**config.mk**
```make
export PLATFORM = sky130hd
export DESIGN_NAME = wb_depp_simple_flat
export DESIGN_NICKNAME = d
export VERILOG_FILES = /design/src/rtl/wb_depp_simple_pkg.sv /design/src/rtl/wb_depp_simple_if.sv /design/src/rtl/wb_depp_simple_depp_sync.sv /design/src/rtl/wb_depp_simple.sv /design/src/flat_wrapper.sv
export SDC_FILE = /design/constraint.sdc
export NUM_CORES = 1
export LEC_CHECK = 0
export BUFFER_PORTS_ARGS = -buffer_cell sky130_fd_sc_hd__buf_2
export CAP_MARGIN = 20
export CORE_ASPECT_RATIO = 0.7
export CORE_MARGIN = 4
export CORE_UTILIZATION = 45
export CTS_BUF_LIST = sky130_fd_sc_hd__clkbuf_4 sky130_fd_sc_hd__clkbuf_8
export DETAILED_ROUTE_END_ITERATION = 6
export HOLD_SLACK_MARGIN = 0.06
export PLACE_DENSITY = 0.7
export SYNTH_ARGS = -nofsm -noshare
export SYNTH_HDL_FRONTEND = slang
export SYNTH_HIERARCHICAL = 1
export SYNTH_SLANG_ARGS = --single-unit
```
**constraint.sdc**
```tcl
create_clock -name i_clk -period 2.2 [get_ports i_clk]
set_clock_uncertainty 0.2 [all_clocks]
set_input_delay 0.22 -clock i_clk [delete_from_list [all_inputs] [get_ports i_clk]]
set_output_delay 0.22 -clock i_clk [all_outputs]
set_load 0.02 [all_outputs]
```
**src/rtl/wb_depp_simple_pkg.sv**
```systemverilog
// Shared definitions for the EPP-to-Wishbone bridge: register indices,
// FSM states, status bit positions and byte-lane helpers.
package wb_depp_simple_pkg;

    localparam logic [7:0] IDX_ADDR0  = 8'd0;
    localparam logic [7:0] IDX_ADDR1  = 8'd1;
    localparam logic [7:0] IDX_ADDR2  = 8'd2;
    localparam logic [7:0] IDX_ADDR3  = 8'd3;
    localparam logic [7:0] IDX_DATA0  = 8'd4;
    localparam logic [7:0] IDX_DATA1  = 8'd5;
    localparam logic [7:0] IDX_DATA2  = 8'd6;
    localparam logic [7:0] IDX_DATA3  = 8'd7;
    localparam logic [7:0] IDX_STATUS = 8'd8;

    localparam int unsigned STAT_INT  = 32'd0;
    localparam int unsigned STAT_ERR  = 32'd1;
    localparam int unsigned STAT_BUSY = 32'd2;

    typedef enum logic [1:0] {IDLE, XFER, BUS, HOLD} state_t;

    // Byte lanes are big-endian: lane 0 is bits 31:24.
    function automatic logic [7:0] word_byte(input logic [31:0] w, input logic [1:0] sel);
        case (sel)
            2'd0:    return w[31:24];
            2'd1:    return w[23:16];
            2'd2:    return w[15:8];
            default: return w[7:0];
        endcase
    endfunction

    function automatic logic [31:0] set_byte(input logic [31:0] w, input logic [1:0] sel,
                                             input logic [7:0] b);
        logic [31:0] r;
        r = w;
        case (sel)
            2'd0:    r[31:24] = b;
            2'd1:    r[23:16] = b;
            2'd2:    r[15:8]  = b;
            default: r[7:0]   = b;
        endcase
        return r;
    endfunction

endpackage

```
**src/rtl/wb_depp_simple_if.sv**
```systemverilog
// EPP host pins plus Wishbone master bus of the bridge; the master modport
// is the bridge view, the slave modport is the host/interconnect view.
interface wb_depp_simple_if;
    logic        i_astb_n;
    logic        i_dstb_n;
    logic        i_write_n;
    logic [7:0]  i_depp;
    logic [7:0]  o_depp;
    logic        o_wait;
    logic        o_wb_cyc;
    logic        o_wb_stb;
    logic        o_wb_we;
    logic [31:0] o_wb_addr;
    logic [31:0] o_wb_data;
    logic        i_wb_ack;
    logic        i_wb_stall;
    logic        i_wb_err;
    logic [31:0] i_wb_data;
    logic        i_int;

    modport master (
        input  i_astb_n, i_dstb_n, i_write_n, i_depp,
        input  i_wb_ack, i_wb_stall, i_wb_err, i_wb_data, i_int,
        output o_depp, o_wait,
        output o_wb_cyc, o_wb_stb, o_wb_we, o_wb_addr, o_wb_data
    );

    modport slave (
        output i_astb_n, i_dstb_n, i_write_n, i_depp,
        output i_wb_ack, i_wb_stall, i_wb_err, i_wb_data, i_int,
        input  o_depp, o_wait,
        input  o_wb_cyc, o_wb_stb, o_wb_we, o_wb_addr, o_wb_data
    );
endinterface

```
**src/rtl/wb_depp_simple_depp_sync.sv**
```systemverilog
// Parameterized multi-stage synchronizer for asynchronous EPP inputs.
module depp_sync #(
    parameter int                 WIDTH   = 1,
    parameter int                 STAGES  = 2,
    parameter logic [WIDTH-1:0]   RST_VAL = {WIDTH{1'b0}}
) (
    input  logic             clk,
    input  logic             rst_n,
    input  logic [WIDTH-1:0] d,
    output logic [WIDTH-1:0] q
);
    logic [WIDTH-1:0] stage_r [STAGES];

    // Shift chain; reset loads the inactive level so strobes read as released.
    always_ff @(posedge clk or negedge rst_n) begin
        if (!rst_n) begin
            for (int i = 0; i < STAGES; i++) stage_r[i] <= RST_VAL;
        end else begin
            stage_r[0] <= d;
            for (int i = 1; i < STAGES; i++) stage_r[i] <= stage_r[i-1];
        end
    end

    assign q = stage_r[STAGES-1];
endmodule

```
**src/rtl/wb_depp_simple.sv**
```systemverilog
// EPP host port to 32-bit pipelined Wishbone master: byte-wide index/data
// registers on the host side, single read/write bus cycles on the system side.
module wb_depp_simple
    import wb_depp_simple_pkg::*;
#(
    parameter int SYNC_STAGES = 2
) (
    input  logic              i_clk,
    input  logic              i_rst_n,
    wb_depp_simple_if.master  bus
);
    logic [2:0]  ctl_s;
    logic [7:0]  depp_s;
    logic        astb_s, dstb_s, write_n_s;

    state_t      state_r, state_next;
    logic        wait_r, wait_next;
    logic [7:0]  index_r, depp_r, rd_byte_s, status_s;
    logic [31:0] addr_r, wdata_r, rdata_r;
    logic        cyc_r, stb_r, we_r, err_r;
    logic        addr_ev_s, data_ev_s, launch_s, launch_we_s, status_rd_s;

    depp_sync #(.WIDTH(3), .STAGES(SYNC_STAGES), .RST_VAL(3'b111)) u_sync_ctl (
        .clk(i_clk), .rst_n(i_rst_n),
        .d({bus.i_astb_n, bus.i_dstb_n, bus.i_write_n}), .q(ctl_s)
    );

    depp_sync #(.WIDTH(8), .STAGES(SYNC_STAGES), .RST_VAL(8'h00)) u_sync_data (
        .clk(i_clk), .rst_n(i_rst_n), .d(bus.i_depp), .q(depp_s)
    );

    assign astb_s    = ctl_s[2];
    assign dstb_s    = ctl_s[1];
    assign write_n_s = ctl_s[0];

    // State register.
    always_ff @(posedge i_clk or negedge i_rst_n) begin
        if (!i_rst_n) begin
            state_r <= IDLE;
            wait_r  <= 1'b0;
        end else begin
            state_r <= state_next;
            wait_r  <= wait_next;
        end
    end

    // Next state, strobe events and launch decode; astb wins over dstb.
    always_comb begin
        state_next  = state_r;
        wait_next   = wait_r;
        addr_ev_s   = 1'b0;
        data_ev_s   = 1'b0;
        launch_s    = 1'b0;
        launch_we_s = 1'b0;
        case (state_r)
            IDLE: begin
                if (!astb_s && !wait_r) begin
                    addr_ev_s  = 1'b1;
                    state_next = XFER;
                    wait_next  = 1'b1;
                end else if (!dstb_s && !wait_r) begin
                    data_ev_s  = 1'b1;
                    state_next = XFER;
                    if (!write_n_s && (index_r == IDX_ADDR3 || index_r == IDX_DATA3)) begin
                        launch_s    = 1'b1;
                        launch_we_s = (index_r == IDX_DATA3);
                        wait_next   = 1'b0;
                    end else begin
                        wait_next   = 1'b1;
                    end
                end else begin
                    state_next = IDLE;
                end
            end
            XFER: begin
                if (cyc_r) begin
                    state_next = BUS;
                end else begin
                    state_next = HOLD;
                end
            end
            BUS: begin
                if (!cyc_r) begin
                    state_next = HOLD;
                    wait_next  = 1'b1;
                end else begin
                    state_next = BUS;
                end
            end
            HOLD: begin
                if (astb_s && dstb_s) begin
                    state_next = IDLE;
                    wait_next  = 1'b0;
                end else begin
                    state_next = HOLD;
                end
            end
            default: begin
                state_next = IDLE;
                wait_next  = 1'b0;
            end
        endcase
    end

    // Host read-back mux over the register index.
    always_comb begin
        status_s            = 8'h00;
        status_s[STAT_INT]  = bus.i_int;
        status_s[STAT_ERR]  = err_r;
        status_s[STAT_BUSY] = cyc_r;
        if (index_r <= IDX_ADDR3) begin
            rd_byte_s = word_byte(addr_r, index_r[1:0]);
        end else if (index_r <= IDX_DATA3) begin
            rd_byte_s = word_byte(rdata_r, index_r[1:0]);
        end else if (index_r == IDX_STATUS) begin
            rd_byte_s = status_s;
        end else begin
            rd_byte_s = 8'h00;
        end
    end

    assign status_rd_s = data_ev_s && write_n_s && (index_r == IDX_STATUS);

    // Host-visible registers, updated at the strobe event.
    always_ff @(posedge i_clk or negedge i_rst_n) begin
        if (!i_rst_n) begin
            index_r <= 8'h00;
            depp_r  <= 8'h00;
            addr_r  <= 32'h0000_0000;
            wdata_r <= 32'h0000_0000;
        end else if (addr_ev_s) begin
            if (!write_n_s) index_r <= depp_s;
            else            depp_r  <= index_r;
        end else if (data_ev_s) begin
            if (write_n_s) begin
                depp_r <= rd_byte_s;
            end else if (index_r <= IDX_ADDR3) begin
                addr_r <= set_byte(addr_r, index_r[1:0], depp_s);
            end else if (index_r <= IDX_DATA3) begin
                wdata_r <= set_byte(wdata_r, index_r[1:0], depp_s);
            end
        end
    end

    // Wishbone master: stb leaves on acceptance, cyc leaves on ack/err.
    always_ff @(posedge i_clk or negedge i_rst_n) begin
        if (!i_rst_n) begin
            cyc_r   <= 1'b0;
            stb_r   <= 1'b0;
            we_r    <= 1'b0;
            rdata_r <= 32'h0000_0000;
            err_r   <= 1'b0;
        end else begin
            if (launch_s) begin
                cyc_r <= 1'b1;
                stb_r <= 1'b1;
                we_r  <= launch_we_s;
            end else if (cyc_r) begin
                if (stb_r && !bus.i_wb_stall) stb_r <= 1'b0;
                if (bus.i_wb_ack || bus.i_wb_err) begin
                    cyc_r <= 1'b0;
                    stb_r <= 1'b0;
                end
                if (bus.i_wb_ack && !bus.i_wb_err && !we_r) rdata_r <= bus.i_wb_data;
            end
            if (cyc_r && bus.i_wb_err) err_r <= 1'b1;
            else if (status_rd_s)      err_r <= 1'b0;
        end
    end

    assign bus.o_depp    = depp_r;
    assign bus.o_wait    = wait_r;
    assign bus.o_wb_cyc  = cyc_r;
    assign bus.o_wb_stb  = stb_r;
    assign bus.o_wb_we   = we_r;
    assign bus.o_wb_addr = addr_r;
    assign bus.o_wb_data = wdata_r;
endmodule

```
**src/flat_wrapper.sv**
```systemverilog
// flat-port wrapper written by rule: the top's interface ports become plain ports
module wb_depp_simple_flat import wb_depp_simple_pkg::*;
#(
    parameter int SYNC_STAGES = 2
)
  (i_clk, i_rst_n, bus_i_astb_n, bus_i_dstb_n, bus_i_write_n, bus_i_depp, bus_i_wb_ack, bus_i_wb_stall, bus_i_wb_err, bus_i_wb_data, bus_i_int, bus_o_depp, bus_o_wait, bus_o_wb_cyc, bus_o_wb_stb, bus_o_wb_we, bus_o_wb_addr, bus_o_wb_data);
  wb_depp_simple_if bus_i ();
  input  logic i_clk;
  input  logic i_rst_n;
  input wire logic [$bits(bus_i.i_astb_n)-1:0] bus_i_astb_n;
  input wire logic [$bits(bus_i.i_dstb_n)-1:0] bus_i_dstb_n;
  input wire logic [$bits(bus_i.i_write_n)-1:0] bus_i_write_n;
  input wire logic [$bits(bus_i.i_depp)-1:0] bus_i_depp;
  input wire logic [$bits(bus_i.i_wb_ack)-1:0] bus_i_wb_ack;
  input wire logic [$bits(bus_i.i_wb_stall)-1:0] bus_i_wb_stall;
  input wire logic [$bits(bus_i.i_wb_err)-1:0] bus_i_wb_err;
  input wire logic [$bits(bus_i.i_wb_data)-1:0] bus_i_wb_data;
  input wire logic [$bits(bus_i.i_int)-1:0] bus_i_int;
  output wire logic [$bits(bus_i.o_depp)-1:0] bus_o_depp;
  output wire logic [$bits(bus_i.o_wait)-1:0] bus_o_wait;
  output wire logic [$bits(bus_i.o_wb_cyc)-1:0] bus_o_wb_cyc;
  output wire logic [$bits(bus_i.o_wb_stb)-1:0] bus_o_wb_stb;
  output wire logic [$bits(bus_i.o_wb_we)-1:0] bus_o_wb_we;
  output wire logic [$bits(bus_i.o_wb_addr)-1:0] bus_o_wb_addr;
  output wire logic [$bits(bus_i.o_wb_data)-1:0] bus_o_wb_data;
  assign bus_i.i_astb_n = bus_i_astb_n;
  assign bus_i.i_dstb_n = bus_i_dstb_n;
  assign bus_i.i_write_n = bus_i_write_n;
  assign bus_i.i_depp = bus_i_depp;
  assign bus_i.i_wb_ack = bus_i_wb_ack;
  assign bus_i.i_wb_stall = bus_i_wb_stall;
  assign bus_i.i_wb_err = bus_i_wb_err;
  assign bus_i.i_wb_data = bus_i_wb_data;
  assign bus_i.i_int = bus_i_int;
  assign bus_o_depp = bus_i.o_depp;
  assign bus_o_wait = bus_i.o_wait;
  assign bus_o_wb_cyc = bus_i.o_wb_cyc;
  assign bus_o_wb_stb = bus_i.o_wb_stb;
  assign bus_o_wb_we = bus_i.o_wb_we;
  assign bus_o_wb_addr = bus_i.o_wb_addr;
  assign bus_o_wb_data = bus_i.o_wb_data;
  wb_depp_simple #(.SYNC_STAGES(SYNC_STAGES)) u_core (.i_clk(i_clk), .i_rst_n(i_rst_n), .bus(bus_i));
endmodule
```
[After elaboration in Yosys (flattened, before gate mapping)]
Cells that the tools add are included.
Cells by class
  $lt $le $gt $ge: 2
  reductions and logical operators: 41
  multiplexer cells: 42
  bitwise operators: 5
  equality and inequality tests: 13
Operator list (number)
  $mux 8: 6
  $pmux 8 s3: 2
  $mux 1: 29
  $reduce_and 6->1: 4
  $reduce_and 5->1: 4
  $logic_and 1x1->1: 10
  $eq 8x2->1 const B: 1
  $eq 8x3->1 const B: 1
  $eq 8x4->1 const B: 1
  $le 8x2->1 const B: 1
  $le 8x3->1 const B: 1
  $logic_not 1->1: 7
  $eq 2x2->1 const B: 3
  $ne 2x2->1 const B: 3
  $pmux 2 s3: 1
  $reduce_and 3->1: 2
  $reduce_bool 2->1: 3
  $reduce_bool 3->1: 2
  $not 1->1: 5
  $eq 2x1->1 const B: 2
  $logic_not 2->1: 2
  $mux 2: 2
  $reduce_and 2->1: 2
  $reduce_and 4->1: 1
  other kinds (7): 8
Word-level totals
  flip-flop bits (word level): 141
  input port bits: 49

[Longest topological paths before layout]
  word-level depth: 9
  depth in mapped cells: 7
  mapped depth without buffers: 6

[Modules after synthesis]
Netlist, hierarchy kept.
Modules (own cells, without submodules)
  wb_depp_simple: area each 5371.4 µm², times used 1, cells each 361
  depp_sync at u_core.u_sync_data: area each 460.4 µm², times used 1, cells each 24
  depp_sync at u_core.u_sync_ctl: area each 180.2 µm², times used 1, cells each 9

[Worst setup path after synthesis]
OpenSTA, ideal clock, no wires.
  path kind: flip-flop to flip-flop
  start point: register u_core.state_r[1]
  end point: register u_core.rdata_r[10]
  period minus slack after synthesis: 2251 ps
  arrival time: 1926 ps
  path slack: -51 ps
  required time: 1875 ps
  setup time: 125 ps
  path buffers: 1
  stages on the path, launching flop included: 8
  cells stage by stage: dfrtp_1 > inv_1 > ha_1 > and4bb_2 > nand3_2 > o21ai_2 > buf_4 > mux2_2
Between the ends
  longest elaborated chain between the ends: 4
RTL lines
  start, declared: line wb_depp_simple.sv:16  | state_t state_r, state_next;
  start signal, assigned: line wb_depp_simple.sv:42  | state_r <= state_next;
  $logic_not 2->1: line wb_depp_simple.sv:55  | case (state_r)
  $mux 1: line wb_depp_simple.sv:55
  $not 1->1 (no source line)
  $reduce_and 3->1 (no source line)
  end signal, assigned: line wb_depp_simple.sv:164  | if (bus.i_wb_ack && !bus.i_wb_err && !we_r) rdata_r <= bus.i_wb_data;
  end, declared: line wb_depp_simple.sv:19  | logic [31:0] addr_r, wdata_r, rdata_r;
No other way between the ends.
A chain may end at the register's enable or synchronous reset.

[Worst setup path in the final report]
  start point: register u_core.state_r[0]
  end point: register u_core.rdata_r[20]
The elaborated chain is that of the path after synthesis.

==> results.md <==
- RSZ-0062 raised after global routing: yes
- Yosys top cell by area: dfrtp_1
- Post-synth EDFFs: 0
- Final Cycle Share: 0.9800
- Slew HR: 0.6312
- Worst hold path class: input port to flop
- Antenna diodes: 0
- Synth area leaders: dfrtp_1 (56%), mux2_2 (18%), mux4_2 (5.6%)
- Max_cap viols: 0
- Tmin final: around 2.2 ns
- Worst VDD drop: about 500 uV
- Achievable Freq: 0.4638 GHz
- Syn. warnings: 6
- WL/cell: between 15 and 20 um
- Min Hold Slack: 0.1473 ns
- Largest net degree at the start of global routing: between 50 and 60
- CTS H-tree depth: 4
- HPWL Detailed: between 10000 and 15000 um
- Vias per std cell: ~5.2
- Setup TNS Final: 0 ns
- Yosys cell types: around 50
- Crit. End Element: flop
- Post-synth top area share: 0.5619
- Num CTS Buffers: 17
- Setup WS pre-CTS: -0.09561 ns
- Final #Nets: between 600 and 700
- Req. time, crit path: 2.33 ns
- Commonest non-fill, non-tap cell in the layout: dfrtp_1
- Commonest non-fill, non-tap cells in the layout: dfrtp_1 (135), buf_2 (123), mux2_2 (97)
- Total core area: about 13000 um2
- Gr usage total: 0.2020
- Slew Limit Fails: 0
- DRT Pass-1 Iters: 4
- Die width: 146.2 um
- CTS tree: yes
- Layout cells sized above 1: 0.5576
- Via Count: ~4000
- Slack of the critical path: between 0.04 and 0.05 ns
- Final WL: around 15000 um
- Routed Antenna Nets: 0
- Lkg Pwr: about 0.0041 uW
- Status: finished clean
- Worst-margin pin slew: 0.5521 ns
- Power per cell area: around 830 nW/um2
- RePlAce Congestion: between 0.8 and 0.9
- Max FO, Critical Path: 32
- Synth Flop Type: dfrtp_1
- Iter 0 DRT Violations: about 280
- Synth Area per Inst: around 15 um2
- Row cnt: 35
- Syn_nets: about 450
- CP Launch Type: flop
- Cell Area, Synth: approximately 6000 um2
- #FFs+latches synth: about 140
- Clk_lat worst skew: about 0.44 ns
- I/O Pins: roughly 130
- Root buffer cell: clkbuf_8
- DRC Markers: 0
- Arrival @ worst endpoint: ~2.3 ns
- Clock transition at the registers of the reported paths: about 0.09 ns
- Clock sinks: between 100 and 150
- Setup CP Type: flop to flop
- Area grow syn2layout: 33.57%
- Final hold viol count: 0
- Initial Util: 0.4576
- Vias in the first global route: between 4000 and 5000
- Number of port buffers: between 100 and 150
- # setup viols final: 0
- Sequential fraction of the synthesis area: 0.5881
- Die area: 15300 um2
- GR Overflow Total: 0
- Synth Instances: approximately 400
- First-pass GRT wire length: about 24000 um
- Die H: about 100 um
- Initial antenna violation count: 0
- Clock tree buffer depth: 2
- Async set or reset register ratio after synthesis: 1.000
## power breakdown
group	switching [uW]	leakage [uW]	internal [uW]	total, uW
Combinational	796	0.00200	760	1560
Sequential	216	0.00187	2830	3050
Clock	1100	0.000197	971	2080
Total	2120	0.00407	4560	6680
## synth_stat cells, types with 2 or more instances
cell type / n
dfrtp_1: 135
a21oi_1: 8
a32oi_1: 2
mux2_2: 97
nor2b_1: 4
nor2_2: 2
or4_1: 2
mux2_4: 8
dfstp_2: 6
nand2b_1: 3
nor3_4: 2
and4b_1: 6
o31ai_1: 2
inv_1: 3
ha_1: 4
clkbuf_1: 8
nand3_1: 4
buf_1: 2
nor3b_1: 2
nor2_1: 6
buf_4: 14
or3_1: 2
mux4_2: 15
o21ai_0: 12
nor3_1: 2
buf_2: 4
mux2i_1: 7
nand2_1: 11
## what timing repair did
| item | in CTS | in global routing |
|---|---|---|
| setup buffers | 3 | 1 |
| pin swaps | 4 | 1 |
| endpoints found under the hold margin | 181 | 0 |
| endpoints found under the setup margin | 56 | 54 |
| hold buffers | 48 | 0 |
| resized for setup | 6 | 5 |
## per-layer routing
layer	up-vias	part of all wire	global-route usage
met5	-	0	0
met4	0	0.0093	0.05503
met3	12	0.050	0.05808
met2	105	0.46	0.3051
met1	2082	0.48	0.2878
li1	1845	-	-
## sequential cells by signal (all words and copies together) (netlist names), 2 cells and up
name	cells
u_core/bus.o_wb_addr	32
u_core/u_sync_ctl/stage_r	3
u_core/index_r	8
u_core/u_sync_data/stage_r	8
u_core/bus.o_wb_data	32
u_core/bus.o_depp	8
u_core/rdata_r	32
u_core/u_sync_ctl/q	3
u_core/state_r	2
u_core/u_sync_data/q	8
## kinds of logic (layout without fill, tap and decap cells)
kind of cell,after synthesis,count (layout),synth area share
AO/OA/AOI/OAI,33,33,0.03434
adder cells (fa/ha/maj),4,4,0.008325
buffers and inverters,32,246,0.03080
flip-flops,141,141,0.5881
multiplexers,127,127,0.2695
AND/OR/NAND/NOR,57,57,0.06889
## worst max-delay path, cell delays in order (launching register included)
cell,delay (ns)
dfrtp_1,0.40
inv_2,0.08
ha_4,0.13
and4bb_4,0.29
nand3_4,0.14
o21ai_4,0.21
buf_12,0.21
mux2_2,0.36
## area by class of cell
| class | instances | area [um2] |
|---|---|---|
| fillers | 999 | 5107 |
| flip-flops and latches | 141 | 3536 |
| multi-input cells | 221 | 2341 |
| repair buffers | 211 | 1538 |
| clock buffers | 18 | 247.7 |
| well taps | 166 | 207.7 |
| clock inverters | 14 | 148.9 |
| inverters | 3 | 11.26 |
## worst paths after layout
path | startpoint | end | slack (ns) | cells past startpoint
max | u_core/state_r[0] | u_core/rdata_r[20] | 0.04 | 7
min | bus_i_int | u_core/bus.o_depp[0] | 0.15 | 5
max reg2reg | u_core/state_r[0] | u_core/rdata_r[20] | 0.04 | 7
min reg2reg | u_core/u_sync_data/stage_r[8] | u_core/u_sync_data/q[0] | 0.16 | 0
max in group asynchronous | i_rst_n | u_core/u_sync_ctl/q[1] | 0.56 | 4
min in group asynchronous | i_rst_n | u_core/bus.o_wb_data[25] | 0.59 | 3
## metrics by stage
| stage | cells | instance area, um2 | util | total power [uW] |
|---|---|---|---|---|
| floorplan | 394 | 6032 | - | 3934 |
| global placement | 691 | 7101 | 0.5405 | 4478 |
| detailed placement | 691 | 7101 | 0.5405 | 4520 |
| CTS | 774 | 8020 | 0.6105 | 6736 |
| global route | 774 | 8030 | 0.6112 | 7042 |
| finish | 774 | 8030 | 0.6112 | 6679 |
(Power assumes the default switching activity.)
